### src/rtl/bot_app_if_if.sv
// Bundle of the application PicoBlaze I/O bus and the BOT system-register signals.
// The master side is the environment (CPU + BOT); the slave side is bot_app_if.
interface bot_app_if_if;
  logic       Wr_Strobe;
  logic       Rd_Strobe;
  logic [7:0] AddrIn;
  logic [7:0] DataIn;
  logic [7:0] DataOut;
  logic       interrupt;
  logic       interrupt_ack;
  logic [7:0] MotCtl;
  logic [7:0] BotConfig;
  logic [7:0] LocX;
  logic [7:0] LocY;
  logic [7:0] BotInfo;
  logic [7:0] Sensors;
  logic       upd_sysregs;

  modport master (
    output Wr_Strobe, Rd_Strobe, AddrIn, DataIn, interrupt_ack,
    output LocX, LocY, BotInfo, Sensors, upd_sysregs,
    input  DataOut, interrupt, MotCtl, BotConfig
  );

  modport slave (
    input  Wr_Strobe, Rd_Strobe, AddrIn, DataIn, interrupt_ack,
    input  LocX, LocY, BotInfo, Sensors, upd_sysregs,
    output DataOut, interrupt, MotCtl, BotConfig
  );
endinterface

### src/rtl/bot_app_if.sv
// Application-side Rojobot register interface: coherent snapshot of BOT registers on
// each update toggle, interrupt handshake, update/miss counters and a motor watchdog.
module bot_app_if #(
  parameter int WDOG_CYCLES = 16
) (
  input logic         clk,
  input logic         reset,
  bot_app_if_if.slave bus
);

  localparam int             WDW    = (WDOG_CYCLES > 0) ? $clog2(WDOG_CYCLES + 1) : 1;
  localparam logic [WDW-1:0] WD_LIM = WDW'(WDOG_CYCLES);
  localparam bit             WD_EN  = (WDOG_CYCLES > 0);

  logic [3:0]     addr;
  logic           upd_d;
  logic           upd_evt;
  logic           miss_evt;
  logic           wr_mot;
  logic           wr_miss;
  logic           wr_cfg;
  logic           wr_stat;
  logic           wd_expire;
  logic [WDW-1:0] wd_cnt;

  logic [7:0] mot_ctl;
  logic [7:0] bot_cfg;
  logic [7:0] shd_x;
  logic [7:0] shd_y;
  logic [7:0] shd_info;
  logic [7:0] shd_sens;
  logic [7:0] upd_cnt;
  logic [7:0] miss_cnt;
  logic [7:0] miss_base;
  logic [7:0] miss_next;
  logic [7:0] rd_data;
  logic [7:0] data_out;
  logic       irq;
  logic       ovf;
  logic       wdog;

  // Reads are side-effect free and only the low nibble of the port address decodes.
  logic unused_bits;
  assign unused_bits = ^{bus.Rd_Strobe, bus.AddrIn[7:4]};

  assign addr     = bus.AddrIn[3:0];
  assign upd_evt  = bus.upd_sysregs ^ upd_d;
  assign miss_evt = upd_evt & irq;

  assign wr_mot  = bus.Wr_Strobe && (addr == 4'd0);
  assign wr_miss = bus.Wr_Strobe && (addr == 4'd6);
  assign wr_cfg  = bus.Wr_Strobe && (addr == 4'd7);
  assign wr_stat = bus.Wr_Strobe && (addr == 4'd8);

  // A MotCtl write landing on the expiry edge takes precedence over the trip.
  assign wd_expire = WD_EN && !wr_mot && (wd_cnt == WD_LIM - WDW'(1));

  always_comb begin
    miss_base = wr_miss ? 8'h00 : miss_cnt;
    miss_next = miss_base;
    if (miss_evt && (miss_base != 8'hFF)) begin
      miss_next = miss_base + 8'd1;
    end
  end

  always_comb begin
    rd_data = 8'h00;
    case (addr)
      4'd0:    rd_data = mot_ctl;
      4'd1:    rd_data = shd_x;
      4'd2:    rd_data = shd_y;
      4'd3:    rd_data = shd_info;
      4'd4:    rd_data = shd_sens;
      4'd5:    rd_data = upd_cnt;
      4'd6:    rd_data = miss_cnt;
      4'd7:    rd_data = bot_cfg;
      4'd8:    rd_data = {5'b0, ovf, wdog, irq};
      default: rd_data = 8'h00;
    endcase
  end

  always_ff @(posedge clk or negedge reset) begin
    if (!reset) begin
      upd_d    <= 1'b0;
      shd_x    <= 8'h00;
      shd_y    <= 8'h00;
      shd_info <= 8'h00;
      shd_sens <= 8'h00;
      upd_cnt  <= 8'h00;
      miss_cnt <= 8'h00;
      irq      <= 1'b0;
      ovf      <= 1'b0;
      wdog     <= 1'b0;
      mot_ctl  <= 8'h00;
      bot_cfg  <= 8'h00;
      wd_cnt   <= '0;
      data_out <= 8'h00;
    end else begin
      upd_d    <= bus.upd_sysregs;
      data_out <= rd_data;
      miss_cnt <= miss_next;

      if (upd_evt) begin
        shd_x    <= bus.LocX;
        shd_y    <= bus.LocY;
        shd_info <= bus.BotInfo;
        shd_sens <= bus.Sensors;
        upd_cnt  <= upd_cnt + 8'd1;
      end

      if (upd_evt) begin
        irq <= 1'b1;
      end else if (bus.interrupt_ack) begin
        irq <= 1'b0;
      end

      // Status bits: a set on the same edge as a write-1-to-clear wins.
      if (miss_evt) begin
        ovf <= 1'b1;
      end else if (wr_stat && bus.DataIn[2]) begin
        ovf <= 1'b0;
      end

      if (wd_expire) begin
        wdog <= 1'b1;
      end else if (wr_stat && bus.DataIn[1]) begin
        wdog <= 1'b0;
      end

      if (wr_mot) begin
        mot_ctl <= bus.DataIn;
      end else if (wd_expire) begin
        mot_ctl <= 8'h00;
      end

      if (wr_cfg) begin
        bot_cfg <= bus.DataIn;
      end

      // Saturating at the limit makes the trip fire once until the next MotCtl write.
      if (wr_mot) begin
        wd_cnt <= '0;
      end else if (WD_EN && (wd_cnt != WD_LIM)) begin
        wd_cnt <= wd_cnt + WDW'(1);
      end
    end
  end

  assign bus.DataOut   = data_out;
  assign bus.interrupt = irq;
  assign bus.MotCtl    = mot_ctl;
  assign bus.BotConfig = bot_cfg;

endmodule
### src/flat_wrapper.sv
// flat-port wrapper written by rule: the top's interface ports become plain ports
module bot_app_if_flat 
#(
  parameter int WDOG_CYCLES = 16
)
  (clk, reset, bus_Wr_Strobe, bus_Rd_Strobe, bus_AddrIn, bus_DataIn, bus_interrupt_ack, bus_LocX, bus_LocY, bus_BotInfo, bus_Sensors, bus_upd_sysregs, bus_DataOut, bus_interrupt, bus_MotCtl, bus_BotConfig);
  bot_app_if_if bus_i ();
  input logic clk;
  input logic reset;
  input wire logic [$bits(bus_i.Wr_Strobe)-1:0] bus_Wr_Strobe;
  input wire logic [$bits(bus_i.Rd_Strobe)-1:0] bus_Rd_Strobe;
  input wire logic [$bits(bus_i.AddrIn)-1:0] bus_AddrIn;
  input wire logic [$bits(bus_i.DataIn)-1:0] bus_DataIn;
  input wire logic [$bits(bus_i.interrupt_ack)-1:0] bus_interrupt_ack;
  input wire logic [$bits(bus_i.LocX)-1:0] bus_LocX;
  input wire logic [$bits(bus_i.LocY)-1:0] bus_LocY;
  input wire logic [$bits(bus_i.BotInfo)-1:0] bus_BotInfo;
  input wire logic [$bits(bus_i.Sensors)-1:0] bus_Sensors;
  input wire logic [$bits(bus_i.upd_sysregs)-1:0] bus_upd_sysregs;
  output wire logic [$bits(bus_i.DataOut)-1:0] bus_DataOut;
  output wire logic [$bits(bus_i.interrupt)-1:0] bus_interrupt;
  output wire logic [$bits(bus_i.MotCtl)-1:0] bus_MotCtl;
  output wire logic [$bits(bus_i.BotConfig)-1:0] bus_BotConfig;
  assign bus_i.Wr_Strobe = bus_Wr_Strobe;
  assign bus_i.Rd_Strobe = bus_Rd_Strobe;
  assign bus_i.AddrIn = bus_AddrIn;
  assign bus_i.DataIn = bus_DataIn;
  assign bus_i.interrupt_ack = bus_interrupt_ack;
  assign bus_i.LocX = bus_LocX;
  assign bus_i.LocY = bus_LocY;
  assign bus_i.BotInfo = bus_BotInfo;
  assign bus_i.Sensors = bus_Sensors;
  assign bus_i.upd_sysregs = bus_upd_sysregs;
  assign bus_DataOut = bus_i.DataOut;
  assign bus_interrupt = bus_i.interrupt;
  assign bus_MotCtl = bus_i.MotCtl;
  assign bus_BotConfig = bus_i.BotConfig;
  bot_app_if #(.WDOG_CYCLES(WDOG_CYCLES)) u_core (.clk(clk), .reset(reset), .bus(bus_i));
endmodule
### config.mk
export PLATFORM = sky130hd
export DESIGN_NAME = bot_app_if_flat
export DESIGN_NICKNAME = d
export VERILOG_FILES = /design/src/rtl/bot_app_if_if.sv /design/src/rtl/bot_app_if.sv /design/src/flat_wrapper.sv
export SDC_FILE = /design/constraint.sdc
export NUM_CORES = 1
export LEC_CHECK = 0
export CAP_MARGIN = 25
export CORE_ASPECT_RATIO = 0.9
export CORE_MARGIN = 3
export CORE_UTILIZATION = 48
export CTS_BUF_LIST = sky130_fd_sc_hd__clkbuf_8
export DETAILED_ROUTE_END_ITERATION = 7
export PLACE_DENSITY = 0.81
export RECOVER_POWER = 25
export REMOVE_ABC_BUFFERS = 1
export SKIP_LAST_GASP = 1
export SYNTH_ARGS = -nofsm -noshare
export SYNTH_HDL_FRONTEND = slang
export SYNTH_SLANG_ARGS = --single-unit
### constraint.sdc
create_clock -name clk -period 1.2 [get_ports clk]
set_input_delay 0.3 -clock clk [delete_from_list [all_inputs] [get_ports clk]]
set_output_delay 0.3 -clock clk [all_outputs]
set_load 0.02 [all_outputs]
# After elaboration in Yosys (flattened, before gate mapping)
# Cells that the tools add are included.
dict set report totals {
  register_bits 81
  latchBits 0
  ram_bits 0
  mem_bits_ro 0
  inputBits 54
  out_inout_bits 25
  word_cells 58
  n_memories 0
}
dict set report classes {
  n_addsub 3
  multipliers 0
  div_mod_pow 0
  magnitude_cmp 0
  n_eq_ne 11
  shifts 0
  muxes 13
  bitwise 2
  reduce_logical 15
}
# operator count
set ops {}
lappend ops {{8-bit one-hot mux with 9 select lines} 1}
lappend ops {{8-bit 2-to-1 mux} 4}
lappend ops {{8-bit by 1-bit adder with 8-bit output (second input constant)} 2}
lappend ops {{4-bit by 3-bit == test with 1-bit output (second input constant)} 4}
lappend ops {{5-bit 2-to-1 mux} 2}
lappend ops {{2-bit nonzero test} 5}
lappend ops {{4-bit by 2-bit == test with 1-bit output (second input constant)} 2}
lappend ops {{1-bit logical AND} 8}
lappend ops {{8-bit inequality test (second input constant)} 1}
lappend ops {{1-bit 2-to-1 mux} 6}
lappend ops {{5-bit by 1-bit adder with 5-bit output (second input constant)} 1}
lappend ops {{5-bit by 4-bit == test with 1-bit output (second input constant)} 1}
lappend ops {{5-bit inequality test (second input constant)} 1}
lappend ops {{4-bit by 1-bit == test with 1-bit output (second input constant)} 1}
lappend ops {{4-bit == test (second input constant)} 1}
lappend ops {{4-bit zero test} 1}
lappend ops {{1-bit bitwise AND} 1}
lappend ops {{1-bit zero test} 1}
lappend ops {{1-bit XOR} 1}

# Logic depth before layout (Yosys ltp)
# Gate-level depths: netlist (run 1).
dict set report logic_depth {
  ltp_word 6
  depth_mapped 6
  mapped_depth_nobuf 5
}

# Worst setup path before layout (run 1)
# No wires, ideal clock.
dict set report synth_timing {
  path_type {input-to-reg}
  startpoint {input bus_AddrIn[3]}
  endpoint {register u_core.bot_cfg[0], in the netlist u_core.bus.BotConfig[0]}
  setup_ns 0.128
  t_arrival_ns 1.248
  required_ns 1.072
  setup_slack_ns -0.175
  cell_stages 5
  n_path_buf 1
  path_cell_list {buf_2 > nor2b_2 > and3_2 > nand2_4 > mux2_1}
}
dict set report synth_between {
  elab_chain_cells 2
}
# element line_no
set synth_rtl {}
lappend synth_rtl {{from (decl)} flat_wrapper.sv:12} ;# input wire logic [$bits(bus_i.AddrIn)-1:0] bus_AddrIn;
lappend synth_rtl {{4-bit by 3-bit == test with 1-bit output} bot_app_if.sv:52} ;# assign wr_cfg = bus.Wr_Strobe && (addr == 4'd7);
lappend synth_rtl {{1-bit logical AND} bot_app_if.sv:52}
lappend synth_rtl {{to (signal assigned)} bot_app_if.sv:137} ;# bot_cfg <= bus.DataIn;
lappend synth_rtl {{to (decl)} bot_app_if.sv:27} ;# logic [7:0] bot_cfg;
# Every way passes these cells.
# A chain may end at the register's enable or synchronous reset.

# Worst setup path in the final report (run 1)
dict set report layout_timing {
  startpoint {register u_core.upd_d}
  endpoint {register u_core.miss_cnt[6]}
}
dict set report layout_between {
  elab_chain_cells 4
}
# element line_no
set layout_rtl {}
lappend layout_rtl {{from (decl)} bot_app_if.sv:16} ;# logic upd_d;
lappend layout_rtl {{from (signal assigned)} bot_app_if.sv:99} ;# upd_d <= bus.upd_sysregs;
lappend layout_rtl {{1-bit XOR} bot_app_if.sv:47} ;# assign upd_evt = bus.upd_sysregs ^ upd_d;
lappend layout_rtl {{1-bit bitwise AND} bot_app_if.sv:48} ;# assign miss_evt = upd_evt & irq;
lappend layout_rtl {{1-bit logical AND} bot_app_if.sv:61} ;# if (miss_evt && (miss_base != 8'hFF)) begin
lappend layout_rtl {{8-bit 2-to-1 mux} bot_app_if.sv:61}
lappend layout_rtl {{named net u_core.miss_next[6]} bot_app_if.sv:35} ;# logic [7:0] miss_next;
lappend layout_rtl {{to (signal assigned)} bot_app_if.sv:101} ;# miss_cnt <= miss_next;
lappend layout_rtl {{to (decl)} bot_app_if.sv:33} ;# logic [7:0] miss_cnt;
# The timed path passes the listed nets, and every way through them passes these cells.

==> run metrics, run 1 <==
post-synthesis sequential area ratio=0.520; clk root buf=clkbuf_8; CTS tree=built; post-synth cell types=53; DRC viols=0; routed vias=3776; failing checks=negative setup slack; share of layout cells above drive strength 1=0.383; post-synthesis async set-or-reset flop share=1.00; sw frac=0.348; #FFs+latches synth=81; worst hold slack=287 ps; Synth Flop Type=dfrtp_1; number of global-route vias before repair=3767; Final Skew=16.5 ps; synth-to-layout area growth=59.0%; most common cell after layout, fill and taps aside=nand2_1; worst-path cell chain=xnor2_4 -> buf_4 -> nor4_4 -> and3b_1 -> nor3_1; EDFF count, synth=0; final hold vios=0; syn_area_per_cell=9.94 um2; cell area after synthesis=3890 um2; clock share of power=0.198; Clock Path Buffers=2; Setup TNS=-12000 ps; nets@finish=614; switching power total=3.99 mW; Congestion Overflow GR=0; CP Max Fanout=7; Synth warnings=0; Setup CP Type=flip-flop to flip-flop; # setup viols final=80; Total GRT Usage=0.284; largest net degree at the start of global routing=45; min cycle time layout=1490 ps; # IOs=79; dpl cells=606; Finished Layout Cells=657; CP arrival=1760 ps; Ant. Diodes=0; fmax=670 MHz; Max Transition Viols Final=0; DP Wirelength=8.30 mm; Reg power frac=0.363; Slowest cell on crit path=dfrtp_2; combinational share of power=0.439; CTS buffer count=9; row count=30; Clk Latency, worst-skew pair=360 ps; clk slew on worst S/H paths=90 ps; smallest setup slack after layout=-293 ps; Setup crit end kind=flip-flop; status=complete, but fails checks; gpl congestion=0.919; Leak=2.91 nW; max_cap viols=0; die width=101 um; Tcrit/Tclk final=1.24; drt wl/cell=20.1 um; CP startpoint kind=flip-flop; WP buf/inv=1; Starting Density=0.506; Hold Path Class=input port to flip-flop; PortBufs=73; Core ar.=7690 um2; Worst EP required=1470 ps; # fillers=438; synthesized instance count=392; die height=91.5 um; vias per cell=5.75; Sink Count=81; DR iter-0 viols=324; family with the most delay on the worst path=flip-flops; initial antenna violation count=0; DIE AREA=9230 um2; Cell Pwr Density=1850 nW/um2; first-pass GRT wire length=19.7 mm; H-tree lvl count=3; most frequent cells in the layout=nand2_1 (112), dfrtp_1 (76), buf_4 (68); CP peak stage delay=470 ps; Tightest Pin Transition=512 ps; drt total wl=13.2 mm; DR pass1 iterations=5; internal power=7.46 mW; maximum VDD drop=1340 uV; RSZ-0062 raised after global routing=yes; Final ANT Viol Nets=0; slew margin rel.=0.659
==> final timing paths <==
kind,startpoint,to,slack [ps],cells past startpoint
max,u_core.upd_d,u_core.miss_cnt[6],-290,5
min,bus_AddrIn[3],u_core.bus.DataOut[6],290,2
max reg2reg,u_core.upd_d,u_core.miss_cnt[6],-290,5
min reg2reg,u_core.shd_y[5],u_core.shd_y[5],480,2
max in group asynchronous,reset,u_core.shd_x[2],160,3
min in group asynchronous,reset,u_core.bus.MotCtl[1],530,3
==> through the flow <==
step	instance area (um2)	util	total power [mW]	setup WS [ps]
2_1_floorplan	3790	-	5.56	-946
3_3_place_gp	5190	0.674	7.51	-664
3_5_place_dp	5190	0.674	7.64	-709
4_1_cts	5840	0.759	10.4	-209
5_1_grt	6190	0.805	12.0	-330
6_report	6190	0.805	11.5	-293
==> per-layer routing <==
metal | track usage | routed length (um) | vias up
met5 | 0 | 0 | -
met4 | 0.0930 | 414 | 0
met3 | 0.0837 | 1060 | 52
met2 | 0.459 | 6500 | 205
met1 | 0.366 | 5250 | 1855
li1 | - | - | 1664
==> layout make-up <==
class                      count  area [um2]  share of cell area
tap                           96         120              0.0194
clock buffer                  10         138              0.0222
clock inverter                 6        88.8              0.0143
multi-input combinational    285        2060               0.333
sequential                    81        2030               0.328
timing repair buffer         171        1720               0.277
inverter                       8        35.0             0.00566
==> registers in the layout (all words and copies together) (netlist names), 5 cells and up <==
register / cells
u_core.shd_info: 8
u_core.bus.DataOut: 8
u_core.shd_x: 8
u_core.wd_cnt: 5
u_core.shd_sens: 8
u_core.bus.BotConfig: 8
u_core.bus.MotCtl: 8
u_core.upd_cnt: 8
u_core.shd_y: 8
u_core.miss_cnt: 8
==> timing repair <==
action                                  4_1_cts  5_1_grt
resized for setup                           199       73
endpoints found under the hold margin        81        0
setup buffers                                11       18
pin swaps                                    22       25
hold buffers                                  1        0
endpoints found under the setup margin      105       93
cloned                                        5        0
==> cells in the mapped netlist, types with 2 or more instances <==
master	count	area [um2]
nor3_1	3	15.0
nand4_1	4	25.0
a21oi_1	8	40.0
nand3_1	7	35.0
nor2_1	17	63.8
o21ai_0	14	70.1
nor3_2	2	20.0
o32a_1	3	30.0
inv_1	8	30.0
buf_4	2	15.0
buf_2	14	70.1
nand2_1	121	454
nor2b_1	2	12.5
mux2_2	4	45.0
nor4_2	2	25.0
dfrtp_1	81	2030
mux2_1	8	90.1
a31oi_1	8	50.1
a22oi_1	4	30.0
nand2b_1	11	68.8
mux4_2	3	67.6
and3_1	5	31.3
xor2_1	3	26.3
ha_1	4	50.1
xnor2_1	8	70.1
and3b_1	3	26.3
mux2i_1	14	140
a22o_1	2	17.5
o211ai_1	3	22.5
==> power by group through the flow <==
stage | logic [mW] | clock network, mW | registers, mW
after floorplan | 1.28 | 0 | 4.28
after global placement | 3.48 | 0 | 4.03
after detailed placement | 3.60 | 0 | 4.03
after CTS | 4.11 | 2.28 | 4.06
after global routing | 5.35 | 2.41 | 4.21
final | 5.02 | 2.27 | 4.16
==> cell families (layout without fill, tap and decap cells) <==
logic type	count (synthesis)	in the layout	synth area share
compound gates	52	52	0.0887
xor+xnor	13	13	0.0331
fa+ha+maj	4	4	0.0128
buf+inv	26	195	0.0334
flops	81	81	0.520
mux	29	29	0.0880
simple gates	187	187	0.224
(Power assumes the default switching activity.)
==> inputs of run 2 (changes only) <==
--- a/config.mk
+++ b/config.mk
@@ -5,9 +5,8 @@
 export SDC_FILE = /design/constraint.sdc
 export NUM_CORES = 1
 export LEC_CHECK = 0
-export CAP_MARGIN = 25
-export CORE_ASPECT_RATIO = 0.9
-export CORE_MARGIN = 3
+export CAP_MARGIN = 10
+export CORE_MARGIN = 10
 export CORE_UTILIZATION = 48
 export CTS_BUF_LIST = sky130_fd_sc_hd__clkbuf_8
 export DETAILED_ROUTE_END_ITERATION = 7
==> run 2 against run 1 <==
Net effect:
- the run still ends with negative setup slack left
- register-to-register slack got worse by 40 ps
- combinational power is 12% higher
- non-clock buffer count increased by 17
- die area is 31% higher
- sequential power increased by 3%
- power grew 4.2%
- cell count rose by 3.5%
- fmax fell by 2.9%
- via count is 11% higher
- global-route usage is 4.5 points lower
==> run metrics, run 2 (synthesized netlist as in run 1, its figures left out) <==
status=complete, but fails checks; failing checks=negative setup slack; PortBufs=73 (unchanged); CP peak stage delay=490 ps (+20 ps); Reg power frac=0.359 (-0.004); synth-to-layout area growth=70.6%; Total GRT Usage=0.239 (-0.0455); CP Max Fanout=3 (-4); WP buf/inv=0 (-1); CP startpoint kind=flip-flop; Pwr Total=11.9 mW (+4.2%); Final Skew=20.7 ps (+4.17 ps); most frequent cells in the layout=dfrtp_1 (74), buf_4 (73), nand2_1 (65); DRC viols=0 (unchanged); Leak=3.09 nW (+5.9%); post-place setup slack=-784 ps (-74.6 ps); Cell Pwr Density=1790 nW/um2 (-2.9%); Clock Path Buffers=2 (unchanged); sequential cell area=2040 um2 (+0.12%); die height=110 um (+20%); Final ANT Viol Nets=0 (unchanged); initial antenna violation count=0 (unchanged); # setup viols final=161 (+100%); worst hold slack=383 ps (+96.1 ps); slew margin rel.=0.433 (-0.226); combinational share of power=0.473 (+0.034); row count=32 (+6.7%); DR iter-0 viols=458 (+41%); number of global-route vias before repair=4119 (+9.3%); # IOs=79 (unchanged); Congestion Overflow GR=0 (unchanged); Core ar.=7810 um2 (+1.5%); gpl congestion=0.954 (+3.8%); Tcrit/Tclk final=1.28 (+0.0368); drt total wl=17.1 mm (+29%); share of layout cells above drive strength 1=0.505 (+0.122); # fillers=355 (-19%); max_cap viols=0 (unchanged); routed vias=4184 (+11%); Tightest Pin Transition=850 ps (+339 ps); min cycle time layout=1540 ps (+44.2 ps); clk slew on worst S/H paths=100 ps (about the same); Max Transition Viols Final=0 (unchanged); H-tree lvl count=3 (unchanged); DR pass1 iterations=5 (unchanged); Hold Path Class=input port to flip-flop; final instance area=6650 um2 (+7.3%); vias per cell=6.15 (+7.1%); DIE AREA=12100 um2 (+31%); DP Wirelength=8.73 mm (+5.1%); sw frac=0.384 (+0.0359); CTS buffer count=9 (unchanged); most common cell after layout, fill and taps aside=dfrtp_1; drt wl/cell=25.1 um (+25%); CP arrival=1800 ps (+40 ps); clock share of power=0.168 (-0.030); clk root buf=clkbuf_8; Clk Latency, worst-skew pair=370 ps (about the same); Setup CP Type=flip-flop to flip-flop; Setup crit end kind=flip-flop; internal power=7.34 mW (-1.6%); Worst EP required=1460 ps (about the same); fmax=650 MHz (-2.9%); die width=110 um (+9.0%); maximum VDD drop=1310 uV (-2.4%); area of the multi-input gates=2320 um2 (+13%); Setup TNS=-15720 ps (-3720 ps); Sink Count=81 (unchanged); worst-path cell chain=nand3_2 -> nor4_4 -> nor2_1 -> nor3_1; DP Area=5280 um2 (+1.7%); Starting Density=0.499 (-0.00730); CTS tree=built; largest net degree at the start of global routing=37 (-18%); smallest setup slack after layout=-337 ps (-44.2 ps); final hold vios=0 (unchanged); switching power total=4.58 mW (+15%); nets@finish=631 (+2.8%); RSZ-0062 raised after global routing=yes; first-pass GRT wire length=22.0 mm (+12%); Ant. Diodes=0 (unchanged); family with the most delay on the worst path=simple AND/OR/NAND/NOR gates; Slowest cell on crit path=dfrtp_1
## run 2: cell count changes in the layout (fill, tap and decap cells not counted), sizes merged
cell | before | now
dlygate4sd2 | 2 | 3
buf | 122 | 139
inv | 11 | 10
bufbuf | 2 | 0
clkinv | 0 | 3
bufinv | 2 | 1
## run 2: power groups by stage
stage	clock network, mW	registers, mW	logic, mW
floorplan	0	4.28	1.28
global placement	0	3.98	3.57
detailed placement	0	4.01	3.71
CTS	1.95	4.06	4.57
global route	2.10	4.31	5.91
finish	2.00	4.29	5.64
## run 2: what timing repair did
action | in CTS | in global routing
buffers inserted | 19 | 15
cloned | 6 | 3
pin swaps | 59 | 56
setup endpoints to repair | 104 | 100
endpoints found under the hold margin | 10 | 0
hold buffers | 1 | 0
gates resized for setup | 246 | 119
## run 2: area by class of cell
| cell class | instances | area share |
|---|---|---|
| inverters | 8 | 0.00527 |
| well taps | 102 | 0.0192 |
| repair buffers | 188 | 0.291 |
| flip-flops and latches | 81 | 0.306 |
| multi-input cells | 285 | 0.350 |
| clock inverters | 7 | 0.00960 |
| clock buffers | 9 | 0.0186 |
## run 2: path summary, 6_finish.rpt
| check | cells past startpoint | to | slack, ps | startpoint |
|---|---|---|---|---|
| max | 4 | u_core.miss_cnt[6] | -340 | u_core.miss_cnt[3] |
| min | 1 | u_core.upd_d | 380 | bus_upd_sysregs |
| max reg2reg | 4 | u_core.miss_cnt[6] | -340 | u_core.miss_cnt[3] |
| min reg2reg | 1 | u_core.upd_cnt[7] | 490 | u_core.upd_cnt[7] |
| max in group asynchronous | 3 | u_core.miss_cnt[0] | -60 | reset |
| min in group asynchronous | 2 | u_core.wd_cnt[3] | 560 | reset |
## run 2: per-stage QoR
stage               instances  utilization
floorplan                 374            -
global placement          624        0.676
detailed placement        624        0.676
CTS                       666        0.783
global route              680        0.851
finish                    680        0.851
## run 2: layer usage
metal / track usage / wire, um / up-vias
met5: 0 / 0 / -
met1: 0.290 / 6220 / 2038
met2: 0.379 / 7970 / 325
met3: 0.0621 / 1730 / 117
met4: 0.133 / 1140 / 0
li1: - / - / 1704
